## config.mk

```make
export PLATFORM = sky130hd
export DESIGN_NAME = dmem_access_ctrl
export DESIGN_NICKNAME = d
export VERILOG_FILES = /design/src/rtl/dmem_access_ctrl.sv
export SDC_FILE = /design/constraint.sdc
export NUM_CORES = 1
export LEC_CHECK = 0
export CAP_MARGIN = 20
export CORE_MARGIN = 1
export CORE_UTILIZATION = 50
export CTS_BUF_LIST = sky130_fd_sc_hd__clkbuf_8
export CTS_CLUSTER_SIZE = 12
export DETAILED_ROUTE_END_ITERATION = 8
export DONT_BUFFER_PORTS = 1
export SETUP_SLACK_MARGIN = 0.02
export SYNTH_ARGS = -nofsm -noshare
export SYNTH_HDL_FRONTEND = slang
export SYNTH_SLANG_ARGS = --single-unit
```

## constraint.sdc

```tcl
create_clock -name clk -period 3.8 [get_ports clk]
set_clock_uncertainty 0.2 [all_clocks]
set_input_delay 0.57 -clock clk [delete_from_list [all_inputs] [get_ports clk]]
set_output_delay 0.57 -clock clk [all_outputs]
set_load 0.05 [all_outputs]
```

## src/rtl/dmem_access_ctrl.sv

```systemverilog
// Requester-side controller for the dual-port Data_Mem BRAM: single-word writes on port A,
// flow-controlled burst reads on port B returned through a small response FIFO.
module dmem_access_ctrl #(
    parameter int unsigned ADDR_W     = 8,
    parameter int unsigned DATA_W     = 64,
    parameter int unsigned RD_LAT     = 1,
    parameter int unsigned FIFO_DEPTH = 4
) (
    input  logic              clk,
    input  logic              rst_n,
    input  logic              req_valid,
    output logic              req_ready,
    input  logic              req_we,
    input  logic [ADDR_W-1:0] req_addr,
    input  logic [DATA_W-1:0] req_wdata,
    input  logic [ADDR_W-1:0] req_len,
    output logic              resp_valid,
    input  logic              resp_ready,
    output logic [DATA_W-1:0] resp_data,
    output logic              resp_last,
    output logic [ADDR_W-1:0] mem_addra,
    output logic [DATA_W-1:0] mem_dina,
    output logic              mem_wea,
    output logic [ADDR_W-1:0] mem_addrb,
    input  logic [DATA_W-1:0] mem_doutb
);

    localparam int unsigned PW = (FIFO_DEPTH > 1) ? $clog2(FIFO_DEPTH) : 1;
    localparam int unsigned CW = $clog2(FIFO_DEPTH + RD_LAT + 2);

    localparam logic [1:0] StIdle  = 2'd0;
    localparam logic [1:0] StBurst = 2'd1;
    localparam logic [1:0] StDrain = 2'd2;

    localparam logic [CW-1:0]     DEPTH_C  = CW'(FIFO_DEPTH);
    localparam logic [PW-1:0]     PTR_MAX  = PW'(FIFO_DEPTH - 1);
    localparam logic [PW-1:0]     PTR_ONE  = PW'(1);
    localparam logic [ADDR_W-1:0] ADDR_ONE = ADDR_W'(1);
    localparam logic [ADDR_W:0]   CNT_ONE  = (ADDR_W + 1)'(1);

    logic [1:0]        state_q, state_d;
    logic [ADDR_W-1:0] len_q, len_d;
    logic [ADDR_W:0]   issue_cnt_q, issue_cnt_d;
    logic [ADDR_W-1:0] addra_q, addra_d;
    logic [DATA_W-1:0] dina_q, dina_d;
    logic              wea_q, wea_d;
    logic [ADDR_W-1:0] addrb_q, addrb_d;

    logic [RD_LAT:0]   vld_q, vld_d;
    logic [RD_LAT:0]   last_q, last_d;
    logic              issue, issue_last;

    logic [DATA_W-1:0]     fifo_data_q [FIFO_DEPTH];
    logic [FIFO_DEPTH-1:0] fifo_last_q;
    logic [PW-1:0]         wptr_q, rptr_q;
    logic [CW-1:0]         cnt_q, cnt_d;
    logic [CW-1:0]         in_flight;

    logic push, pop, room, drain_done, accept;

    function automatic logic [PW-1:0] ptr_inc(input logic [PW-1:0] p);
        return (p == PTR_MAX) ? '0 : p + PTR_ONE;
    endfunction

    always_comb begin
        in_flight = '0;
        for (int i = 0; i <= int'(RD_LAT); i++) begin
            in_flight = in_flight + CW'(vld_q[i]);
        end
    end

    assign push   = vld_q[RD_LAT];
    assign pop    = resp_valid && resp_ready;
    assign cnt_d  = cnt_q + CW'(push) - CW'(pop);
    // Every issued read already owns a FIFO slot, so the buffer can never overflow.
    assign room   = (cnt_q + in_flight - CW'(pop)) < DEPTH_C;
    assign drain_done = (in_flight == CW'(push)) && (cnt_d == '0);
    assign accept = req_valid && req_ready;

    always_comb begin
        state_d     = state_q;
        len_d       = len_q;
        issue_cnt_d = issue_cnt_q;
        addra_d     = addra_q;
        dina_d      = dina_q;
        wea_d       = 1'b0;
        addrb_d     = addrb_q;
        issue       = 1'b0;
        issue_last  = 1'b0;
        case (state_q)
            StIdle: begin
                if (accept) begin
                    if (req_we) begin
                        wea_d   = 1'b1;
                        addra_d = req_addr;
                        dina_d  = req_wdata;
                    end else begin
                        issue       = 1'b1;
                        issue_last  = (req_len == '0);
                        addrb_d     = req_addr;
                        len_d       = req_len;
                        issue_cnt_d = CNT_ONE;
                        state_d     = issue_last ? StDrain : StBurst;
                    end
                end
            end
            StBurst: begin
                if (room) begin
                    issue       = 1'b1;
                    addrb_d     = addrb_q + ADDR_ONE;
                    issue_cnt_d = issue_cnt_q + CNT_ONE;
                    if (issue_cnt_q == {1'b0, len_q}) begin
                        issue_last = 1'b1;
                        state_d    = StDrain;
                    end
                end
            end
            StDrain: begin
                if (drain_done) begin
                    state_d = StIdle;
                end
            end
            default: state_d = StIdle;
        endcase
    end

    // Valid/last bits follow each issued read until its word appears on mem_doutb.
    always_comb begin
        vld_d     = '0;
        last_d    = '0;
        vld_d[0]  = issue;
        last_d[0] = issue_last;
        for (int i = 1; i <= int'(RD_LAT); i++) begin
            vld_d[i]  = vld_q[i-1];
            last_d[i] = last_q[i-1];
        end
    end

    always_ff @(posedge clk or negedge rst_n) begin
        if (!rst_n) begin
            state_q     <= StIdle;
            len_q       <= '0;
            issue_cnt_q <= '0;
            addra_q     <= '0;
            dina_q      <= '0;
            wea_q       <= 1'b0;
            addrb_q     <= '0;
            vld_q       <= '0;
            last_q      <= '0;
        end else begin
            state_q     <= state_d;
            len_q       <= len_d;
            issue_cnt_q <= issue_cnt_d;
            addra_q     <= addra_d;
            dina_q      <= dina_d;
            wea_q       <= wea_d;
            addrb_q     <= addrb_d;
            vld_q       <= vld_d;
            last_q      <= last_d;
        end
    end

    always_ff @(posedge clk or negedge rst_n) begin
        if (!rst_n) begin
            for (int i = 0; i < int'(FIFO_DEPTH); i++) begin
                fifo_data_q[i] <= '0;
            end
            fifo_last_q <= '0;
            wptr_q      <= '0;
            rptr_q      <= '0;
            cnt_q       <= '0;
        end else begin
            if (push) begin
                fifo_data_q[wptr_q] <= mem_doutb;
                fifo_last_q[wptr_q] <= last_q[RD_LAT];
                wptr_q              <= ptr_inc(wptr_q);
            end
            if (pop) begin
                rptr_q <= ptr_inc(rptr_q);
            end
            cnt_q <= cnt_d;
        end
    end

    assign resp_valid = (cnt_q != '0);
    assign resp_data  = resp_valid ? fifo_data_q[rptr_q] : '0;
    assign resp_last  = resp_valid && fifo_last_q[rptr_q];
    assign req_ready  = rst_n && (state_q == StIdle);

    assign mem_addra = addra_q;
    assign mem_dina  = dina_q;
    assign mem_wea   = wea_q;
    assign mem_addrb = addrb_q;

endmodule

```

Yosys cells after proc, flatten, opt, wreduce, memory -nomap -nowiden
Cells that the tools add are included.
{"block": "classes", "n_eq_ne": 11, "muxes": 41, "n_bitwise": 3, "addsub": 9, "n_lt_le_gt_ge": 7, "n_reduce_logical": 16}
{"op": "256-bit bitwise mux", "count": 1}
{"op": "64-bit 2-to-1 mux", "count": 4}
{"op": "64-bit binary-select mux with 2-bit select", "count": 1}
{"op": "64-bit demux with 2-bit select", "count": 1}
{"op": "9-bit 2-to-1 mux", "count": 3}
{"op": "8-bit 2-to-1 mux", "count": 3}
{"op": "9-bit case mux with 2 select lines", "count": 1}
{"op": "2-bit 2-to-1 mux", "count": 8}
{"op": "8-bit case mux with 2 select lines", "count": 1}
{"op": "1-bit 2-to-1 mux", "count": 12}
{"op": "2-bit != test, second input constant", "count": 5}
{"op": "9-bit by 1-bit adder with 9-bit output, second input constant", "count": 1}
{"op": "9-bit by 8-bit == test with 1-bit output", "count": 1}
{"op": "8-bit by 1-bit adder with 8-bit output, second input constant", "count": 1}
{"op": "8-bit logical NOT", "count": 1}
{"op": "1-bit logical AND", "count": 7}
{"op": "2-bit == test, second input constant", "count": 3}
{"op": "3-bit >= comparator, second input constant", "count": 2}
{"op": "2-bit by 3-bit < comparator with 1-bit output, second input constant", "count": 2}
{"op": "2-bit NOT with 3-bit output", "count": 2}
{"op": "2-bit case mux with 3 select lines", "count": 1}
{"op": "3-bit AND reduction", "count": 2}
{"op": "3-bit by 1-bit subtractor with 3-bit output", "count": 2}
{"op": "5-bit AND reduction", "count": 1}
{"op": "other kinds (19)", "count": 21}
{"block": "word_totals", "inputBits": 149, "regBits": 371}

Longest topological paths before layout
{"block": "depth", "depth_word": 7, "ltp_mapped": 15, "depth_no_buf": 13}

Least setup slack after synthesis
Ideal clock, no wire load.
{"block": "synth_timing", "path_type": "flip-flop to flip-flop", "start": "reg cnt_q[1]", "end": "reg addrb_q[7], in the netlist mem_addrb[7]", "path_slack_ns": 0.744, "required_time_ns": 3.477, "stages_incl_launch_ff": 15, "arrival_time_ns": 2.733, "path_buffers": 1, "setup_ns": 0.123, "cell_sequence": "dfrtp_1 -> or3_1 -> nand2_1 -> inv_1 -> ha_1 -> inv_1 -> ha_1 -> and3b_1 -> o211ai_1 -> nand2_4 -> nor2_4 -> clkinv_4 -> buf_12 -> a21oi_2 -> a21oi_2"}
{"block": "synth_via", "elab_chain_cells": 6, "word_cells_on_any_way": 7}
{"element": "from (decl)", "line_no": "56", "source": "logic [CW-1:0] cnt_q, cnt_d;"}
{"element": "from (signal assigned)", "line_no": "181", "source": "cnt_q <= cnt_d;"}
{"element": "3-bit nonzero test", "line_no": "185", "source": "assign resp_valid = (cnt_q != '0);"}
{"element": "1-bit logical AND", "line_no": "73", "source": "assign pop = resp_valid && resp_ready;"}
{"element": "named net pop", "line_no": "59", "source": "logic push, pop, room, drain_done, accept;"}
{"element": "3-bit by 1-bit subtractor with 3-bit output", "line_no": "76", "source": "assign room = (cnt_q + in_flight - CW'(pop)) < DEPTH_C;"}
{"element": "3-bit < comparator", "line_no": "76"}
{"element": "2-bit != test (no source line)"}
{"element": "4-bit AND reduction (no source line)"}
{"element": "to (signal assigned)", "line_no": "157", "source": "addrb_q <= addrb_d;"}
{"element": "to (decl)", "line_no": "47", "source": "logic [ADDR_W-1:0] addrb_q, addrb_d;"}
The timed path passes the listed nets, and every way through them passes these cells.
A chain may end at the register's enable or synchronous reset.

Final worst setup path
{"block": "layout_timing", "start": "reg rptr_q[0]", "end": "out resp_data[40]"}
{"block": "layout_via", "elab_chain_cells": 5}
{"element": "from (decl)", "line_no": "55", "source": "logic [PW-1:0] wptr_q, rptr_q;"}
{"element": "from (signal assigned)", "line_no": "179", "source": "rptr_q <= ptr_inc(rptr_q);"}
{"element": "2-bit NOT with 3-bit output (not written as such)", "line_no": "186", "source": "assign resp_data = resp_valid ? fifo_data_q[rptr_q] : '0;"}
{"element": "64-bit binary-select mux with 2-bit select", "line_no": "186"}
{"element": "64-bit 2-to-1 mux (not written as such) (2 in series)", "line_no": "186"}
{"element": "64-bit 2-to-1 mux", "line_no": "186"}
{"element": "to (decl)", "line_no": "19", "source": "output logic [DATA_W-1:0] resp_data,"}
Every way passes these cells. The select of a mux whose other input is x is not followed.

==> flow_summary.yaml <==
run_status:
  status: "complete, but fails checks"
  violations: "negative hold slack"
power_and_ir_drop:
  p_leak_uw: 0.00873
  p_per_area_nw_per_um2: 962
  ir_worst_vdd_mv: 0.425
worst_setup_path:
  critPathBufInv: 1
  path_delay_family: "flip-flops"
  path_class: "reg2out"
  start_kind: "register"
  crit_arrival_ps: 2560
  cp_slowest_stage_delay_ps: 760
  endpoint_kind: "primary output"
  required_ps: 3030
  critical-path-slowest-cell: "dfrtp_4"
  path_cells: "buf_12 -> mux4_2 -> and2_1"
  cp_max_fo: 24
floorplan:
  core-area_um2: 31900
  die_y_um: 183
  rows: 65
  pin_count: 297
  dieWidth_um: 183
  start_util_pct: 51.3
  die_area_um2: 33400
yosys:
  synth-compound-area-share_pct: 1.51
  synthMuxAreaShare_pct: 27.2
  ys.flop_type: "dfrtp_1"
  synth_edf_count: 0
  synth_fa_ha_area_share_pct: 1.12
  avgSynthCellArea_um2: 13.3
  seq_area_frac_synth_pct: 56.8
  yosys.area.top_type: "dfrtp_1"
  ys_ff_latch: 371
  ys_async_sr_fraction_pct: 100
  ys_types: 48
  yosysTopAreaCellShare_pct: 56.8
  syn-cell-area_um2: 16300
  yosys.area_share.simple_pct: 10.1
  syn_inst: 1229
  synthTopCellsByArea: "dfrtp_1, mux2_2, mux4_2"
  synth-xor-area-share_pct: 0.965
  synth_fp_nets: 1392
  yosysWarnings: 0
  synth_top_family_by_area: "multiplexers"
timing:
  slew_violations: 0
  fin_setup_tns_ps: 0
  timing.final.crit_share_pct: 87.6
  hold_slack_ps: -508
  max_freq_mhz: 300
  slew_headroom_pct: 15.7
  setup_viol: 0
  rsz0062_at_grt: "no"
  period_needed_ps: 3330
  finalHoldViolations: 371
  worst_slew_pin_slew_ps: 1260
final_layout:
  fin_nets: 1548
  syn_to_final_growth_pct: 19.5
  n_fill_cell: 2481
  multi_input_area_um2: 6720
  drive_above_1_share_pct: 31.9
  layout.cells.non_filler: 1869
  seqCellArea_um2: 9290
clock_tree:
  clock_sinks: 371
  postCtsHoldBufs: 150
  htreeDepth: 2
  cts_tree: "yes"
  post_cts_buffers: 0
  cts_buffers: 60
  cts_resized: 0
  worstSkewPairLatency_ps: 600
  cts_root_buffer: "clkbuf_8"
  clkSlewWorstSetupHoldPaths_ps: 60
  cts_buffer_depth: 3
route:
  wirelength_um: 36100
  final_antenna_net_count: 0
  drtIter0Drc: 468
  via_per_inst: 5.38
  vias: 10100
  drcViolationCount: 0
  wire_per_inst_um: 19.3
  dr.pass1.iters: 5
placed_design:
  place_congestion: 0.735
  io_buffers: 0
  detailedPlacementHpwl_um: 20500
  place_inst: 1608
worst_hold_path:
  hp-class: "in2async"
global_routing:
  grtUsageTotal_pct: 22.1
  antenna_found_initial: 2
  grt_pass1_wl_um: 58400
  grt_pass1_vias: 11000
  grt_overflow: 0
  grt_max_degree: 373
run:
  maxCapViolCount: 0
## cells by family (layout without fill, tap and decap cells)
group / Yosys count / after routing
flip-flops: 371 / 371
AND/OR/NAND/NOR: 369 / 369
multiplexers: 330 / 330
buffers and inverters: 88 / 291
AO/OA/AOI/OAI: 39 / 39
XOR/XNOR: 18 / 18
adder cells (fa/ha/maj): 14 / 14
other: 0 / 2
## per-stage QoR
stage	setup slack [ps]	utilization (%)	hold slack (ps)	cell area, um2	power [uW]
after CTS	369	61.2	-563	19500	19000
after global routing	175	61.3	-556	19500	19900
after detailed placement	476	52.7	86.1	16800	15400
final	471	61.3	-508	19500	18800
after global placement	548	52.7	88.7	16800	15200
after floorplan	744	-	74.4	16300	14100
## cell usage after synthesis (2+ instances only)
cell and instances:
inv_1 13, xor2_1 4, nor3_1 2, a21oi_1 16
nor4_1 3, and2_1 65, nand3_1 9, or3_1 2
buf_1 2, xnor2_1 14, o22ai_1 3, a21oi_2 2
mux2_2 263, buf_6 2, buf_2 7, nor2_2 3
clkbuf_1 61, nor2_1 10, mux2i_1 2, o21ai_0 8
nand4_1 3, nand2_1 258, and3_1 3, dfrtp_1 371
mux4_2 65, nand2b_1 3, a21o_1 2, ha_1 13
## cells in the final DEF (no fill, tap or decap), types with 2 or more instances in the layout
master and instances:
nand2_4 5, xor2_1 4, xnor2_1 14, mux4_2 65, nor2_1 10, and3_1 3, o22ai_1 3, dfrtp_1 369
clkbuf_8 72, clkinvlp_4 5, bufinv_16 2, nor4_1 3, nand3_1 8, a21o_1 2, dfrtp_4 2, nand2b_1 3
buf_12 5, o21ai_0 8, diode_2 2, inv_1 31, ha_1 13, a21oi_1 16, dlygate4sd3_1 150, nand2_1 254
buf_4 12, mux2_2 263, nor3_1 2, nor2_2 3, a21oi_2 2, and2_1 65, mux2i_1 2, nand4_1 3
clkinv_2 12
## final cells by class
cell class	count	share of cell area, %
Clock buffer	72	5.07
Timing Repair Buffer	167	8.66
Clock inverter	37	1.15
Antenna cell	2	0.0256
Multi-Input combinational cell	770	34.4
Inverter	15	0.314
Tap cell	435	2.79
Sequential cell	371	47.6
## metal layers
metal / up-vias / share of wire [%] / global-route usage, %
met5: - / 0 / 0
met4: 0 / 2.8 / 7.10
met3: 77 / 6.1 / 4.98
met2: 303 / 48 / 36.9
met1: 5112 / 43 / 28.8
li1: 4572 / - / -
## worst register-to-register path, delay by kind of cell, from the launching register on
kind                       cells  cell delay [ps]
adders and majority gates      2              400
DFF                            1              430
and+or+nand+nor                5             1190
AOI/OAI and AO/OA              3              730
buffers and inverters          3              270
## final timing paths
path	start	end	slack, ps	cells after the start
min reg2reg	last_q[0]$_DFF_PN0_	last_q[1]$_DFF_PN0_	170	0
min in group clk	req_addr[5]	mem_addrb[5]$_DFFE_PN0P_	40	2
max in group asynchronous	rst_n	fifo_data_q[1]$_DFFE_PN0P_	2890	0
max reg2reg	cnt_q[1]$_DFF_PN0_	mem_addrb[5]$_DFFE_PN0P_	490	13
max	rptr_q[0]$_DFFE_PN0P_	resp_data[40]	470	3
min	rst_n	fifo_data_q[173]$_DFFE_PN0P_	-510	0
## report_power, final
group	total (uW)	internal (uW)	switching [uW]
logic	8630	3540	5090
clock network	3440	1850	1580
registers	6730	5550	1180
## registers in the layout (all words and copies together), names as in the netlist, 3 cells and up
register,count
cnt_q,3
fifo_data_q,256
fifo_last_q,4
issue_cnt_q,9
len_q,8
mem_addra,8
mem_addrb,8
mem_dina,64
Power figures use the tool's default switching activity.
